**src/rtl/goe_mport_pkg.sv**
```systemverilog
// goe_pkg: shared constants for the N-port egress distributor.
//   DATA_W      width of one UDA packet word (2-bit header, 4-bit byte-valid, 128-bit data)
//   HDR_*       word-type codes carried in bits [133:132]
//   goe_state_e distributor state encoding
//   force_tail  rewrites a word's header to TAIL, leaving the payload untouched
package goe_pkg;

    localparam int DATA_W = 134;

    localparam logic [1:0] HDR_HEAD = 2'b01;
    localparam logic [1:0] HDR_BODY = 2'b11;
    localparam logic [1:0] HDR_TAIL = 2'b10;

    typedef enum logic [1:0] {
        ST_IDLE = 2'd0,
        ST_FWD  = 2'd1,
        ST_DROP = 2'd2
    } goe_state_e;

    function automatic logic [DATA_W-1:0] force_tail(input logic [DATA_W-1:0] i_word);
        return {HDR_TAIL, i_word[DATA_W-3:0]};
    endfunction

endpackage

```
**src/rtl/goe_mport_if.sv**
```systemverilog
// goe_mport_if: groups the egress distributor's packet stream and stat counters.
//   in_goe_*        single input packet stream (word strobe, word, valid strobe, good flag)
//   pktout_*        NPORTS output channels, channel i data at [i*DATA_W +: DATA_W]
//   drop_cnt        packets dropped for an out-of-range outport
//   err_cnt         malformed-sequence events
//   master modport  packet source / stat reader; slave modport  the distributor
interface goe_mport_if #(
    parameter int NPORTS = 4,
    parameter int CNT_W  = 16
);
    logic                              in_goe_data_wr;
    logic [goe_pkg::DATA_W-1:0]        in_goe_data;
    logic                              in_goe_valid_wr;
    logic                              in_goe_valid;
    logic [NPORTS-1:0]                 pktout_data_wr;
    logic [NPORTS*goe_pkg::DATA_W-1:0] pktout_data;
    logic [NPORTS-1:0]                 pktout_data_valid_wr;
    logic [NPORTS-1:0]                 pktout_data_valid;
    logic [CNT_W-1:0]                  drop_cnt;
    logic [CNT_W-1:0]                  err_cnt;

    modport master (
        output in_goe_data_wr, in_goe_data, in_goe_valid_wr, in_goe_valid,
        input  pktout_data_wr, pktout_data, pktout_data_valid_wr, pktout_data_valid,
        input  drop_cnt, err_cnt
    );

    modport slave (
        input  in_goe_data_wr, in_goe_data, in_goe_valid_wr, in_goe_valid,
        output pktout_data_wr, pktout_data, pktout_data_valid_wr, pktout_data_valid,
        output drop_cnt, err_cnt
    );
endinterface

```
**src/rtl/goe_mport_sat_cnt.sv**
```systemverilog
// goe_sat_cnt: event counter that sticks at all-ones instead of wrapping.
//   clk      clock
//   rst_n    synchronous active-low reset, clears the count
//   i_inc    count one event this cycle
//   o_count  current count
module goe_sat_cnt #(
    parameter int CNT_W = 16
) (
    input  logic             clk,
    input  logic             rst_n,
    input  logic             i_inc,
    output logic [CNT_W-1:0] o_count
);

    logic [CNT_W-1:0] r_count;

    always_ff @(posedge clk) begin
        if (!rst_n) begin
            r_count <= '0;
        end else if (i_inc && (r_count != {CNT_W{1'b1}})) begin
            r_count <= r_count + 1'b1;
        end
    end

    assign o_count = r_count;

endmodule

```
**src/rtl/goe_mport.sv**
```systemverilog
// goe_mport: steers each whole packet of the input stream to one of NPORTS output
// channels chosen by the outport field of its head word. Out-of-range packets are
// dropped whole; a head arriving before the previous tail closes the open packet
// as bad and drops the new one. All outputs registered, one cycle of latency.
//   clk    clock
//   rst_n  synchronous active-low reset
//   bus    goe_mport_if slave: input stream in, channel outputs and counters out
//
// state   | meaning
// IDLE    | between packets, waiting for a head word
// FWD     | packet open, words go to channel r_sel
// DROP    | discarding words until the next tail
module goe_mport
    import goe_pkg::*;
#(
    parameter int NPORTS   = 4,
    parameter int PORT_LSB = 112,
    parameter int PORT_W   = 6,
    parameter int CNT_W    = 16
) (
    input  logic         clk,
    input  logic         rst_n,
    goe_mport_if.slave   bus
);

    localparam int SEL_W = (NPORTS > 1) ? $clog2(NPORTS) : 1;

    goe_state_e          r_state, w_state_nxt;
    logic [SEL_W-1:0]    r_sel, w_sel_nxt, w_chan;
    logic                w_emit, w_vwr, w_v, w_drop_inc, w_err_inc;
    logic [DATA_W-1:0]   w_word;
    logic [1:0]          w_hdr;
    logic [PORT_W-1:0]   w_port;
    logic                w_port_ok;

    logic [NPORTS-1:0]        r_wr, r_vwr, r_v;
    logic [NPORTS*DATA_W-1:0] r_data;

    assign w_hdr     = bus.in_goe_data[DATA_W-1 -: 2];
    assign w_port    = bus.in_goe_data[PORT_LSB +: PORT_W];
    // one extra bit so NPORTS = 2**PORT_W still compares correctly
    assign w_port_ok = ({1'b0, w_port} < (PORT_W+1)'(NPORTS));

    always_ff @(posedge clk) begin
        if (!rst_n) begin
            r_state <= ST_IDLE;
            r_sel   <= '0;
        end else begin
            r_state <= w_state_nxt;
            r_sel   <= w_sel_nxt;
        end
    end

    always_comb begin
        w_state_nxt = r_state;
        w_sel_nxt   = r_sel;
        w_chan      = r_sel;
        w_emit      = 1'b0;
        w_word      = bus.in_goe_data;
        w_vwr       = 1'b0;
        w_v         = 1'b0;
        w_drop_inc  = 1'b0;
        w_err_inc   = 1'b0;
        if (bus.in_goe_data_wr) begin
            case (r_state)
                ST_IDLE: begin
                    if (w_hdr == HDR_HEAD) begin
                        if (w_port_ok) begin
                            w_emit      = 1'b1;
                            w_chan      = w_port[SEL_W-1:0];
                            w_sel_nxt   = w_chan;
                            w_state_nxt = ST_FWD;
                        end else begin
                            w_drop_inc  = 1'b1;
                            w_state_nxt = ST_DROP;
                        end
                    end else begin
                        w_err_inc = 1'b1;
                    end
                end
                ST_FWD: begin
                    case (w_hdr)
                        HDR_BODY: w_emit = 1'b1;
                        HDR_TAIL: begin
                            w_emit      = 1'b1;
                            w_vwr       = bus.in_goe_valid_wr;
                            w_v         = bus.in_goe_valid_wr & bus.in_goe_valid;
                            w_state_nxt = ST_IDLE;
                        end
                        HDR_HEAD: begin
                            // close the open packet as bad using this word as its tail
                            w_emit      = 1'b1;
                            w_word      = force_tail(bus.in_goe_data);
                            w_vwr       = 1'b1;
                            w_err_inc   = 1'b1;
                            w_state_nxt = ST_DROP;
                        end
                        default: ;
                    endcase
                end
                ST_DROP: begin
                    if (w_hdr == HDR_HEAD) begin
                        w_err_inc = 1'b1;
                    end else if (w_hdr == HDR_TAIL) begin
                        w_state_nxt = ST_IDLE;
                    end
                end
                default: w_state_nxt = ST_IDLE;
            endcase
        end
    end

    for (genvar gi = 0; gi < NPORTS; gi++) begin : g_port
        always_ff @(posedge clk) begin
            if (!rst_n || !(w_emit && (w_chan == SEL_W'(gi)))) begin
                r_wr[gi]                    <= 1'b0;
                r_data[gi*DATA_W +: DATA_W] <= '0;
                r_vwr[gi]                   <= 1'b0;
                r_v[gi]                     <= 1'b0;
            end else begin
                r_wr[gi]                    <= 1'b1;
                r_data[gi*DATA_W +: DATA_W] <= w_word;
                r_vwr[gi]                   <= w_vwr;
                r_v[gi]                     <= w_v;
            end
        end
    end

    assign bus.pktout_data_wr       = r_wr;
    assign bus.pktout_data          = r_data;
    assign bus.pktout_data_valid_wr = r_vwr;
    assign bus.pktout_data_valid    = r_v;

    goe_sat_cnt #(.CNT_W(CNT_W)) u_drop_cnt (
        .clk     (clk),
        .rst_n   (rst_n),
        .i_inc   (w_drop_inc),
        .o_count (bus.drop_cnt)
    );

    goe_sat_cnt #(.CNT_W(CNT_W)) u_err_cnt (
        .clk     (clk),
        .rst_n   (rst_n),
        .i_inc   (w_err_inc),
        .o_count (bus.err_cnt)
    );

endmodule

```
**src/flat_wrapper.sv**
```systemverilog
// flat-port wrapper written by rule: the top's interface ports become plain ports
module goe_mport_flat import goe_pkg::*;
#(
    parameter int NPORTS   = 4,
    parameter int PORT_LSB = 112,
    parameter int PORT_W   = 6,
    parameter int CNT_W    = 16
)
  (clk, rst_n, bus_in_goe_data_wr, bus_in_goe_data, bus_in_goe_valid_wr, bus_in_goe_valid, bus_pktout_data_wr, bus_pktout_data, bus_pktout_data_valid_wr, bus_pktout_data_valid, bus_drop_cnt, bus_err_cnt);
  goe_mport_if #(.NPORTS(NPORTS), .CNT_W(CNT_W)) bus_i ();
  input  logic clk;
  input  logic rst_n;
  input wire logic [$bits(bus_i.in_goe_data_wr)-1:0] bus_in_goe_data_wr;
  input wire logic [$bits(bus_i.in_goe_data)-1:0] bus_in_goe_data;
  input wire logic [$bits(bus_i.in_goe_valid_wr)-1:0] bus_in_goe_valid_wr;
  input wire logic [$bits(bus_i.in_goe_valid)-1:0] bus_in_goe_valid;
  output wire logic [$bits(bus_i.pktout_data_wr)-1:0] bus_pktout_data_wr;
  output wire logic [$bits(bus_i.pktout_data)-1:0] bus_pktout_data;
  output wire logic [$bits(bus_i.pktout_data_valid_wr)-1:0] bus_pktout_data_valid_wr;
  output wire logic [$bits(bus_i.pktout_data_valid)-1:0] bus_pktout_data_valid;
  output wire logic [$bits(bus_i.drop_cnt)-1:0] bus_drop_cnt;
  output wire logic [$bits(bus_i.err_cnt)-1:0] bus_err_cnt;
  assign bus_i.in_goe_data_wr = bus_in_goe_data_wr;
  assign bus_i.in_goe_data = bus_in_goe_data;
  assign bus_i.in_goe_valid_wr = bus_in_goe_valid_wr;
  assign bus_i.in_goe_valid = bus_in_goe_valid;
  assign bus_pktout_data_wr = bus_i.pktout_data_wr;
  assign bus_pktout_data = bus_i.pktout_data;
  assign bus_pktout_data_valid_wr = bus_i.pktout_data_valid_wr;
  assign bus_pktout_data_valid = bus_i.pktout_data_valid;
  assign bus_drop_cnt = bus_i.drop_cnt;
  assign bus_err_cnt = bus_i.err_cnt;
  goe_mport #(.NPORTS(NPORTS), .PORT_LSB(PORT_LSB), .PORT_W(PORT_W), .CNT_W(CNT_W)) u_core (.clk(clk), .rst_n(rst_n), .bus(bus_i));
endmodule
```
**config.mk**
```make
export PLATFORM = sky130hd
export DESIGN_NAME = goe_mport_flat
export DESIGN_NICKNAME = d
export VERILOG_FILES = /design/src/rtl/goe_mport_pkg.sv /design/src/rtl/goe_mport_if.sv /design/src/rtl/goe_mport_sat_cnt.sv /design/src/rtl/goe_mport.sv /design/src/flat_wrapper.sv
export SDC_FILE = /design/constraint.sdc
export NUM_CORES = 1
export LEC_CHECK = 0
export ABC_AREA = 1
export CAP_MARGIN = 20
export CORE_AREA = 4 4 278 280
export CTS_CLUSTER_SIZE = 24
export DETAILED_ROUTE_END_ITERATION = 12
export DIE_AREA = 0 0 282 284
export GPL_TIMING_DRIVEN = 0
export PLACE_DENSITY_LB_ADDON = 0.08
export SYNTH_ARGS = -nofsm -noshare
export SYNTH_HDL_FRONTEND = slang
export SYNTH_SLANG_ARGS = --single-unit
export TNS_END_PERCENT = 20
```
**constraint.sdc**
```tcl
create_clock -name clk -period 3.4 [get_ports clk]
set_input_delay 0.51 -clock clk [delete_from_list [all_inputs] [get_ports clk]]
set_output_delay 0.51 -clock clk [all_outputs]
set_load 0.1 [all_outputs]
```
## Yosys cells after proc, flatten, opt, wreduce, memory -nomap -nowiden

Cells that the tools add are included.
W data, S select, Z words.

| storage, ports and cells | value |
|---|---|
| logic and storage cells | 94 |
| memories kept | 0 |
| register bits after elaboration | 584 |
| bits in read-only memories | 0 |
| latch bits | 0 |
| bits in writable memories | 0 |
| output and inout port bits | 580 |

| operators by class | value |
|---|---|
| add/sub/neg operators | 2 |
| bitwise operators | 1 |
| order comparisons | 1 |
| shift-type cells | 0 |
| multipliers | 0 |
| mux-type cells | 36 |
| reduce and logical (&&, ||, !) cells | 20 |
| divide/modulo/power cells | 0 |
| eq/ne operators | 14 |

Operators by type and width:

| cell | number |
|---|---|
| $mux W134 | 3 |
| $add A16 B1 Y16 const B | 2 |
| $ne A16 B16 Y1 const B | 2 |
| $mux W1 | 20 |
| $mux W2 | 8 |
| $eq A2 B2 Y1 const B | 5 |
| $eq A2 B1 Y1 const B | 3 |
| $logic_and A1 B1 Y1 | 6 |
| $lt A6 B3 Y1 const B | 1 |
| $pmux W1 S2 | 3 |
| $pmux W2 S3 | 1 |
| $logic_not A1 Y1 | 5 |
| $reduce_and A5 Y1 | 1 |
| $logic_not A2 Y1 | 2 |
| $logic_or A1 B1 Y1 | 4 |
| $ne A2 B1 Y1 const B | 2 |
| $pmux W2 S2 | 1 |
| $ne A3 B1 Y1 const B | 1 |
| $reduce_or A3 Y1 | 1 |
| $ne A2 B2 Y1 const B | 1 |
| $reduce_or A2 Y1 | 1 |
| $and A1 B1 Y1 | 1 |

## Logic depth before layout (Yosys ltp)

| depth | value |
|---|---|
| depth in word-level cells | 10 |
| mapped depth | 12 |
| depth with buffers taken out | 11 |

## Hierarchy

From an unflattened synthesis, not the netlist that was laid out.

| unflattened totals | value |
|---|---|
| cells, all modules | 1,672 |
| area total of the unflattened synthesis | 16,564.6 um^2 |

By module, submodules not included:

| module | cells each | area an instance (um^2) | instances |
|---|---|---|---|
| goe_mport | 1,370 | 14,572.7 | 1 |
| goe_sat_cnt at u_core.u_drop_cnt | 149 | 996.0 | 1 |
| goe_sat_cnt at u_core.u_err_cnt | 153 | 996.0 | 1 |

## Least setup slack after synthesis

OpenSTA, ideal clock, no wires.

| timing path | value |
|---|---|
| path type | reg-to-reg |
| start | reg u_core.u_drop_cnt.r_count[0] (netlist: u_core.u_drop_cnt.o_count[0]) |
| end | reg u_core.u_drop_cnt.r_count[11] (netlist: u_core.u_drop_cnt.o_count[11]) |
| setup slack | 0.956 ns |
| required time | 3.330 ns |
| library setup time | 0.070 ns |
| data arrival time | 2.373 ns |
| cell stages (with the launch flop) | 9 |
| path through | dfxtp_1 > ha_1 > nand3_1 > inv_1 > nand2_1 > o21bai_2 > buf_2 > nand2_1 > a21oi_1 |

| between the ends | value |
|---|---|
| cells in the longest elaborated chain, start to end | 2 |
| elaborated cells on any way between the ends | 3 |

Ends and longest elaborated chain:

| element | line | text |
|---|---|---|
| from (decl) | goe_mport_sat_cnt.sv:15 | `logic [CNT_W-1:0] r_count;` |
| from (signal assigned) | goe_mport_sat_cnt.sv:21 | `r_count <= r_count + 1'b1;` |
| parallel branches: the longest is 2 deep, another holds $add A16 B1 Y16 | n/a |  |

Parallel ways; which one is timed is not known.
A chain may end at the register's enable or synchronous reset.

## Worst setup path after layout

| timing path | value |
|---|---|
| start | reg u_core.u_err_cnt.r_count[13] (netlist: u_core.u_err_cnt.o_count[13]) |
| end | out bus_err_cnt[13] |

RTL lines:

| element | line | text |
|---|---|---|
| from (decl) | goe_mport_sat_cnt.sv:15 |  |
| from (signal assigned) | goe_mport_sat_cnt.sv:21 |  |
| to (decl) | flat_wrapper.sv:22 | `output wire logic [$bits(bus_i.err_cnt)-1:0] bus_err_cnt;` |

No word-level cell between the ends.

==> out/results.ini <==
[synthesis]
synth.distinct_cells = 24
synth_nets = 1815
syn_area_per_cell_um2 = 9.85
yosys-top-cells-area = dfxtp_1 (71%), nor2_1 (14%), inv_1 (3.8%), nand2_1 (3.3%), buf_6 (3.1%)
ys_ff_latch = 584
syn_inst = 1667
netlist_area_um2 = 16400
yosysTopAreaCell = dfxtp_1
ys_seq_area_share_pct = 71.2
yosysWarningCount = 0
synth_top_area_share_pct = 71.2

[cells_and_area]
area_growth_pct = 65.4
instances_no_fill = 3480
fillers = 7548
utilization_pct = 36.5
drive_gt1_share_pct = 6.90
final_cell_area_um2 = 27100
nets = 2606

[clock_network]
cts_tree = yes
cts_root_buf = clkbuf_16
htreeDepth = 3
path_clk_slew_ns = 0.06
cts_resized = 0
postCtsSetupRepairBufs = 0
cts_sinks = 584
cts_buffers = 67
cts_hold_buf = 0
clockBufferDepth = 3
clkLatencyLatePin_ns = 0.60

[pwr]
powerDensity_nw_per_um2 = 551
p_leak_uw = 0.0112
max-vdd-ir-drop_uv = 332

[critical_path]
cp_data_arrival_time_ns = 2.31
critical_path_class = reg2out
crit_path_max_fanout = 7
setup.worst_path.start_class = register
cp.buffers_inverters = 1
crit_path_end_kind = primary output
cp_top_family = buffers and inverters
path_cells = clkdlybuf4s50_1
critPathSlowestCell = clkdlybuf4s50_1
slowest_delay_ns = 1.24
crit_required_ns = 2.89

[timing]
slew_viol_final = 0
hold_viol = 0
rsz0062_at_grt = false
finalCritPeriodShare_pct = 82.9
clock_skew_ns = 0.0170
slew_headroom_pct = 20.7
whs_ns = 0.511
fin_tns_setup_ns = 0
setup_viol = 0
period_needed_ns = 2.82
worst_slew_pin_slew_ns = 1.19
fmax_mhz = 355

[min_path]
hp-class = in2reg

[route]
wirelength_met1_um = 25100
drcViolationCount = 0
wire_per_inst_um = 20.3
num_vias = 13200
drt-pass1-iter-count = 5
drt-initial-drc-count = 468
wl_met2_um = 37900
via_per_inst = 3.81
final_antenna_net_count = 0
dr.max_layer_used = met5
routed_wl_um = 70600
wl_met3_um = 5580

[global_routing]
grt_pass1_wl_um = 97600
grt_antenna_before_repair = 6
grt_pass1_vias = 13200
overflow = 0
grt_max_degree = 13
grt_usage_pct = 16.9

[floorplan]
boundaryPins = 719
initial_utilization_pct = 22.1
die_w_um = 282
core_area_um2 = 74400
fp.dieArea_um2 = 80100
dieHeight_um = 284
row_count = 100

[placement]
placed_area_um2 = 24900
gp_congestion = 0.797
portBuffers = 718
dp_hpwl_um = 55400
dp_cells = 3358

[job]
drv_cap = 0

[run_status]
outcome = complete, no violations

logic make-up after synthesis:
kind of cell / count (synthesis) / share of synthesized area [%]
compound gates: 43 / 1.39
xor+xnor: 14 / 0.747
fa+ha+maj: 9 / 0.686
buf+inv: 235 / 7.62
flops: 584 / 71.2
simple gates: 782 / 18.3
tightest hold or removal path, cell delays in order:
cell             delay (ns)
clkdlybuf4s50_1        0.39
inv_1                  0.10
nor2_1                 0.05
final timing paths:
kind | endpoint | slack, ns | start | depth (start not counted)
max | bus_err_cnt[13] | 0.58 | u_core.u_err_cnt.o_count[13] | 1
min | u_core.bus.pktout_data[336] | 0.51 | bus_in_goe_data[68] | 3
max reg2reg | u_core.bus.pktout_data[106] | 1.14 | u_core.r_state[0] | 11
min reg2reg | u_core.r_state[1] | 0.52 | u_core.r_state[1] | 2
where the power goes:
group          switching, µW  internal (µW)  total [µW]
logic                    575            264         839
clock network           2920           4290        7210
registers               25.5           6890        6910
total                   3520          11400       15000
area by class of cell:
type	count	area, µm²	share of cell area (%)
sequential	584	11700	43.1
tap	969	1210	4.47
antenna	3	7.51	0.0277
inverter	168	631	2.32
timing repair buffer	722	7290	26.9
clock buffer	105	1990	7.33
multi-input combinational	848	3470	12.8
clock inverter	14	229	0.843
buffer	67	621	2.29
flip-flops by register name, indices dropped and copies added (netlist names):
register,flops
u_core.bus.pktout_data,536
u_core.u_drop_cnt.o_count,16
u_core.r_state,2
u_core.bus.pktout_data_valid,4
u_core.bus.pktout_data_valid_wr,4
u_core.bus.pktout_data_wr,4
u_core.r_sel,2
u_core.u_err_cnt.o_count,16
placed cells by master, fill, tap and decap left out, types with 2 or more instances in the layout:
| cell | n |
|---|---|
| buf_16 | 3 |
| nor2_1 | 599 |
| clkdlybuf4s50_1 | 718 |
| nand2_1 | 146 |
| nor2_4 | 2 |
| inv_1 | 166 |
| diode_2 | 3 |
| nor3_1 | 2 |
| xnor2_1 | 10 |
| nand3_1 | 20 |
| o21ai_0 | 12 |
| xor2_1 | 4 |
| buf_2 | 16 |
| a21oi_1 | 28 |
| bufinv_16 | 3 |
| clkbuf_8 | 15 |
| inv_16 | 2 |
| clkinv_8 | 2 |
| buf_4 | 3 |
| ha_1 | 9 |
| nand4_1 | 10 |
| buf_6 | 45 |
| dfxtp_1 | 584 |
| clkinv_2 | 4 |
| clkbuf_16 | 68 |
| clkbuf_1 | 25 |
| inv_2 | 2 |
metrics by stage:
| stage | total power [µW] | setup WS (ns) |
|---|---|---|
| after floorplan | 7550 | 0.956 |
| after global placement | 7910 | 0.459 |
| after detailed placement | 7910 | 0.400 |
| after CTS | 15200 | 0.497 |
| after global routing | 15500 | 0.459 |
| final | 15000 | 0.580 |
layer usage:
layer | GRT usage [%] | up-vias
met5 | 0 | -
met4 | 5.45 | 6
met3 | 5.74 | 105
met2 | 32.0 | 441
met1 | 17.2 | 6160
li1 | - | 6532
synthesized netlist by cell type, drive strengths merged:
cell and count:
nor3 2, nand2 147, buf 64, nand3 20, ha 9, a21oi 28
clkbuf 3, dfxtp 584, nor3b 1, inv 168, xor2 4, o21ai 13
nor2 602, o21bai 2, nand4 10, xnor2 10
Power figures use the tool's default switching activity.
